File: config.mk
export PLATFORM = sky130hd
export DESIGN_NAME = coffee_brewer
export DESIGN_NICKNAME = d
export VERILOG_FILES = /design/src/rtl/coffee_pkg.sv /design/src/rtl/coffee_tick_gen.sv /design/src/rtl/coffee_brewer.sv
export SDC_FILE = /design/constraint.sdc
export NUM_CORES = 1
export LEC_CHECK = 0
export CAP_MARGIN = 10
export CELL_PAD_IN_SITES_DETAIL_PLACEMENT = 1
export CELL_PAD_IN_SITES_GLOBAL_PLACEMENT = 1
export CORE_UTILIZATION = 30
export CTS_CLUSTER_DIAMETER = 120
export DETAILED_ROUTE_END_ITERATION = 12
export DONT_BUFFER_PORTS = 1
export PLACE_DENSITY = 0.6
export SLEW_MARGIN = 20
export SYNTH_ARGS = -nofsm -noshare
export SYNTH_HDL_FRONTEND = slang
export SYNTH_HIERARCHICAL = 1
export SYNTH_SLANG_ARGS = --single-unit
export TNS_END_PERCENT = 50
File: constraint.sdc
create_clock -name clk4m -period 2.73 [get_ports clk4m]
set_input_delay 0.546 -clock clk4m [delete_from_list [all_inputs] [get_ports clk4m]]
set_output_delay 0.546 -clock clk4m [all_outputs]
set_load 0.005 [all_outputs]
File: src/rtl/coffee_pkg.sv
// Shared types for the vending-machine brewing unit and its coin controller.
package coffee_pkg;

  localparam int unsigned CLK_HZ = 4_000_000;

  typedef enum logic [2:0] {
    IDLE,
    DROP,
    PREHEAT,
    BREW,
    READY,
    WAIT_TAKE,
    TAKEN,
    FAULT
  } brew_state_t;

  typedef struct packed {
    logic cup_drop;
    logic heater_on;
    logic pump_on;
    logic coffee_ready;
    logic cup_out;
    logic busy;
    logic fault;
  } brew_out_t;

endpackage

File: src/rtl/coffee_tick_gen.sv
// Tick prescaler: one-cycle tick every TICK_DIV clk4m cycles, restartable via clr.
module coffee_tick_gen #(
  parameter int unsigned TICK_DIV = 4000
) (
  input  logic clk4m,
  input  logic rst_n,
  input  logic clr,
  output logic tick
);

  localparam int unsigned DIV_W = $clog2(TICK_DIV);

  logic [DIV_W-1:0] cnt;

  assign tick = (cnt == DIV_W'(TICK_DIV - 1));

  always_ff @(posedge clk4m) begin
    if (!rst_n || clr) begin
      cnt <= '0;
    end else if (tick) begin
      cnt <= '0;
    end else begin
      cnt <= cnt + DIV_W'(1);
    end
  end

endmodule

File: src/rtl/coffee_brewer.sv
// Brewing-unit controller: cup drop, optional preheat, brew, hand-over.
// Preheat phase is built only when COFFEE_BREWER_PREHEAT_EN is defined.
module coffee_brewer
  import coffee_pkg::*;
#(
  parameter int unsigned TICK_DIV      = 4000,
  parameter int unsigned BREW_TICKS    = 16,
  parameter int unsigned PREHEAT_TICKS = 8,
  parameter int unsigned CNT_W         = 8
) (
  input  logic clk4m,
  input  logic rst_n,
  input  logic prepare_coffee,
  input  logic water_low,
  input  logic cup_present,
  output logic cup_drop,
  output logic heater_on,
  output logic pump_on,
  output logic coffee_ready,
  output logic cup_out,
  output logic busy,
  output logic fault
);

  brew_state_t      state, next_state;
  brew_out_t        out_d, out_q;
  logic             prep_q, start, clr, tick, phase_done;
  logic [CNT_W-1:0] tick_cnt, tick_target;

  assign start = prepare_coffee & ~prep_q;
  // Any state change restarts both the prescaler and the tick count.
  assign clr   = (next_state != state);

  coffee_tick_gen #(
    .TICK_DIV (TICK_DIV)
  ) u_tick_gen (
    .clk4m (clk4m),
    .rst_n (rst_n),
    .clr   (clr),
    .tick  (tick)
  );

  always_ff @(posedge clk4m) begin
    if (!rst_n) begin
      prep_q <= 1'b0;
    end else begin
      prep_q <= prepare_coffee;
    end
  end

  always_ff @(posedge clk4m) begin
    if (!rst_n || clr) begin
      tick_cnt <= '0;
    end else if (tick) begin
      tick_cnt <= tick_cnt + CNT_W'(1);
    end
  end

  always_comb begin
    tick_target = CNT_W'(BREW_TICKS - 1);
    if (state == PREHEAT) begin
      tick_target = CNT_W'(PREHEAT_TICKS - 1);
    end
    phase_done = tick && (tick_cnt == tick_target);
  end

  always_ff @(posedge clk4m) begin
    if (!rst_n) begin
      state <= IDLE;
    end else begin
      state <= next_state;
    end
  end

  always_comb begin
    next_state = state;
    case (state)
      IDLE: begin
        if (start) begin
          next_state = water_low ? FAULT : DROP;
        end
      end
      DROP: begin
`ifdef COFFEE_BREWER_PREHEAT_EN
        next_state = PREHEAT;
`else
        next_state = BREW;
`endif
      end
      PREHEAT: begin
        if (water_low) begin
          next_state = FAULT;
        end else if (phase_done) begin
          next_state = BREW;
        end
      end
      BREW: begin
        if (water_low) begin
          next_state = FAULT;
        end else if (phase_done) begin
          next_state = READY;
        end
      end
      READY:     next_state = WAIT_TAKE;
      WAIT_TAKE: begin
        if (!cup_present) begin
          next_state = TAKEN;
        end
      end
      TAKEN:     next_state = IDLE;
      FAULT: begin
        if (!water_low && !prepare_coffee) begin
          next_state = IDLE;
        end
      end
      default:   next_state = IDLE;
    endcase
  end

  // Decoded from next_state so the registered outputs line up with the state.
  always_comb begin
    out_d              = '0;
    out_d.cup_drop     = (next_state == DROP);
    out_d.pump_on      = (next_state == BREW);
    out_d.coffee_ready = (next_state == READY);
    out_d.cup_out      = (next_state == TAKEN);
    out_d.busy         = (next_state != IDLE);
    out_d.fault        = (next_state == FAULT);
`ifdef COFFEE_BREWER_PREHEAT_EN
    out_d.heater_on    = (next_state == PREHEAT) || (next_state == BREW);
`endif
  end

  always_ff @(posedge clk4m) begin
    if (!rst_n) begin
      out_q <= '0;
    end else begin
      out_q <= out_d;
    end
  end

  assign cup_drop     = out_q.cup_drop;
  assign heater_on    = out_q.heater_on;
  assign pump_on      = out_q.pump_on;
  assign coffee_ready = out_q.coffee_ready;
  assign cup_out      = out_q.cup_out;
  assign busy         = out_q.busy;
  assign fault        = out_q.fault;

endmodule

==> impl_metrics.env <==
export IMPL_drc=0
export IMPL_worstSetupStartpointType="register"
export IMPL_die_area_mm2=0.00518
export IMPL_synth_avg_cell_area_um2=8.96
export IMPL_dieWidth_um=72.0
export IMPL_finClkSkew_ps=9.95
export IMPL_tightest_slew_ps=571
export IMPL_ys_ff_latch=30
export IMPL_synth_cell_types=50
export IMPL_synth_top_cell_by_area="dfxtp_1"
export IMPL_ant_nets=0
export IMPL_peakVddDrop_uv=259
export IMPL_antenna_found_initial=0
export IMPL_grtUsageTotal=0.138
export IMPL_clkLatencyLatePin_ps=280
export IMPL_clkSinkCount=30
export IMPL_drt_initial_drc_count=57
export IMPL_rows=25
export IMPL_cts_tree="yes"
export IMPL_nets=181
export IMPL_grtUsageMet2=0.229
export IMPL_num_vias=1194
export IMPL_timing_hold_ws_ps=383
export IMPL_finalSetupViolations=0
export IMPL_synth_top_cell_area_share=0.409
export IMPL_clkTransAtPathRegs_ps=70
export IMPL_place_hpwl_um=2360
export IMPL_min_path_type="primary input to register"
export IMPL_syn_inst=164
export IMPL_synthArstFlopShare=0
export IMPL_status="completed"
export IMPL_min_period_ps=2470
export IMPL_use_met1=0.165
export IMPL_r2r_end="u_tick_gen/cnt[4]$_SDFF_PP0_"
export IMPL_reg2reg_depth=11
export IMPL_period_share=0.903
export IMPL_h_tree_depth=2
export IMPL_wirelength_um=3280
export IMPL_diodes=0
export IMPL_core_mm2=0.00472
export IMPL_gr_total_overflow=0
export IMPL_postLayoutCoreUtil=0.361
export IMPL_portBuffers=0
export IMPL_synth_edf_count=0
export IMPL_maxSlewHeadroom=0.619
export IMPL_area_growth_pct=15.9
export IMPL_gp_congestion=0.806
export IMPL_worstReg2RegStart="u_tick_gen/cnt[0]$_SDFF_PP0_"
export IMPL_syn_area_mm2=0.00147
export IMPL_initial_utilization=0.311
export IMPL_rsz0062_at_grt="false"
export IMPL_setup_worst_path_start="u_tick_gen/cnt[0]$_SDFF_PP0_"
export IMPL_root_buffer="clkbuf_8"
export IMPL_crit_arrival_ps=2610
export IMPL_fmax_mhz=406
export IMPL_reg2reg_setup_slack_ps=260
export IMPL_cap_violations=0
export IMPL_vias_per_cell=4.93
export IMPL_criticalPathCategory="register to register"
export IMPL_grt_use_met3=0.0472
export IMPL_final_cells=242
export IMPL_finalSetupTns_ps=0
export IMPL_final_area_mm2=0.00170
export IMPL_synth_warnings=6
export IMPL_io_pins=12
export IMPL_grt_start_max_net_pins=15
export IMPL_dpl_cell_area_mm2=0.00159
export IMPL_slew_violations=0
export IMPL_min_delay_start="prepare_coffee"
export IMPL_top_usage_layer="met2"
export IMPL_grt_pass1_wl_um=5530
export IMPL_numCtsBuffers=5
export IMPL_dr_pass1_iters=4
export IMPL_place_inst=234
export IMPL_grt_pass1_vias=1231
export IMPL_hold_end="prep_q$_SDFF_PN0_"
export IMPL_synth_nets=171
export IMPL_cp_max_fo=12
export IMPL_synth_area_leaders="dfxtp_1 (41%), nor2_1 (5.1%), xnor2_1 (3.0%)"
export IMPL_crit_required_ps=2870
export IMPL_min_delay_path_depth=1
export IMPL_p_leak_uw=0.000574
export IMPL_max_clock_path_buffers=2
export IMPL_drive_gt1_frac=0.154
export IMPL_ys_seq_area_frac=0.409
export IMPL_cp_end_kind="register"
export IMPL_finalHoldViolCount=0
export IMPL_power_density_mw_per_mm2=852
export IMPL_postCtsHoldBufs=0
export IMPL_die_h_um=72.0
export IMPL_wl_per_cell_um=13.6
export IMPL_ys_dominant_reg_cell="dfxtp_1"
worst max-delay path, stage by stage, from the launching register on:
cell and delay, ps:
dfxtp_1 370, ha_1 270, nand4_4 190, nor3_2 250
buf_4 170, and4_1 280, a211o_1 160, o2111ai_1 160
o211ai_1 130, inv_1 90, o311ai_4 150, nor2_1 120
layout by cell type, fill, tap and decap left out, types with 2 or more instances in the layout:
cell,count
o31ai_1,3
xor2_1,5
nand2b_1,5
a21oi_1,8
ha_1,2
or4_1,4
nand4_1,3
clkbuf_8,6
nand2_1,6
inv_1,4
and4b_1,2
and2_1,5
nor2_1,20
o21ai_0,8
nand3_1,7
xnor2_1,5
or3_1,4
nor2b_1,4
or2_2,2
buf_4,8
dfxtp_1,30
nor3b_1,2
o2111ai_1,2
a21o_1,2
registers in the layout (all words and copies together), names as in the netlist:
signal,count
u_tick_gen/cnt,12
state,3
cup_out,1
pump_on,1
busy,1
tick_cnt,8
prep_q,1
fault,1
coffee_ready,1
cup_drop,1
final cells by class:
class                   instances  area (µm²)
clock buffers                   6        82.6
clock inverters                 2        12.5
fillers                       565        3020
inverters                       4        15.0
multi-input cells             125         850
flip-flops and latches         30         601
well taps                      67        83.8
repair buffers                  8        60.1
cells by family (layout without fill, tap and decap cells):
group / Yosys count / count (layout) / share of synthesized area
mux: 1 / 1 / 0.00681
simple gates: 78 / 78 / 0.321
buf+inv: 9 / 20 / 0.0289
xor+xnor: 10 / 10 / 0.0596
fa+ha+maj: 2 / 2 / 0.0170
compound gates: 33 / 33 / 0.156
flops: 30 / 30 / 0.409
other cells: 1 / 1 / 0.00255
worst max path at each step:
stage,endpoint,slack [ps],depth (start not counted)
finish,u_tick_gen/cnt[4]$_SDFF_PP0_,260,11
detailed placement,u_tick_gen/cnt[4]$_SDFF_PP0_,120,10
CTS,u_tick_gen/cnt[4]$_SDFF_PP0_,70,10
floorplan,u_tick_gen/cnt[9]$_SDFF_PP0_,150,11
global placement,u_tick_gen/cnt[3]$_SDFF_PP0_,260,10
global route,u_tick_gen/cnt[3]$_SDFF_PP0_,1,11
stage by stage:
stage / power (µW) / setup WS, ps
floorplan: 935 / 149
global placement: 1040 / 256
detailed placement: 1060 / 124
CTS: 1450 / 67.1
global route: 1550 / 1.07
finish: 1450 / 265
power by group:
group / leakage, µW / switching, µW / total, µW / internal [µW]
Sequential: 0.000244 / 64.9 / 565 / 501
Combinational: 0.000283 / 279 / 510 / 231
Clock: 0.0000472 / 174 / 376 / 202
metal layers:
metal	share of wire	routed length, µm
met1	0.48	1590
met2	0.47	1560
met3	0.029	94
met5	0	0
met4	0.015	48
synth_stat cells, types with 2 or more instances:
master,count
dfxtp_1,30
nor2_1,20
a21oi_1,8
o21ai_0,8
nand3_1,7
nand2_1,6
and2_1,5
nand2b_1,5
xnor2_1,5
xor2_1,5
inv_1,4
nor2b_1,4
or3_1,4
or4_1,4
nand4_1,3
o31ai_1,3
a21o_1,2
and4b_1,2
buf_4,2
clkbuf_1,2
ha_1,2
nor3_1,2
nor3b_1,2
o2111ai_1,2
or2_2,2
what timing repair did:
action | in CTS | in global routing
buffers inserted | 0 | 0
setup endpoints to repair | 0 | 20
gates resized for setup | 0 | 4
hold endpoints to repair | 0 | 0
Note: power is estimated with default switching activity, not from simulation.
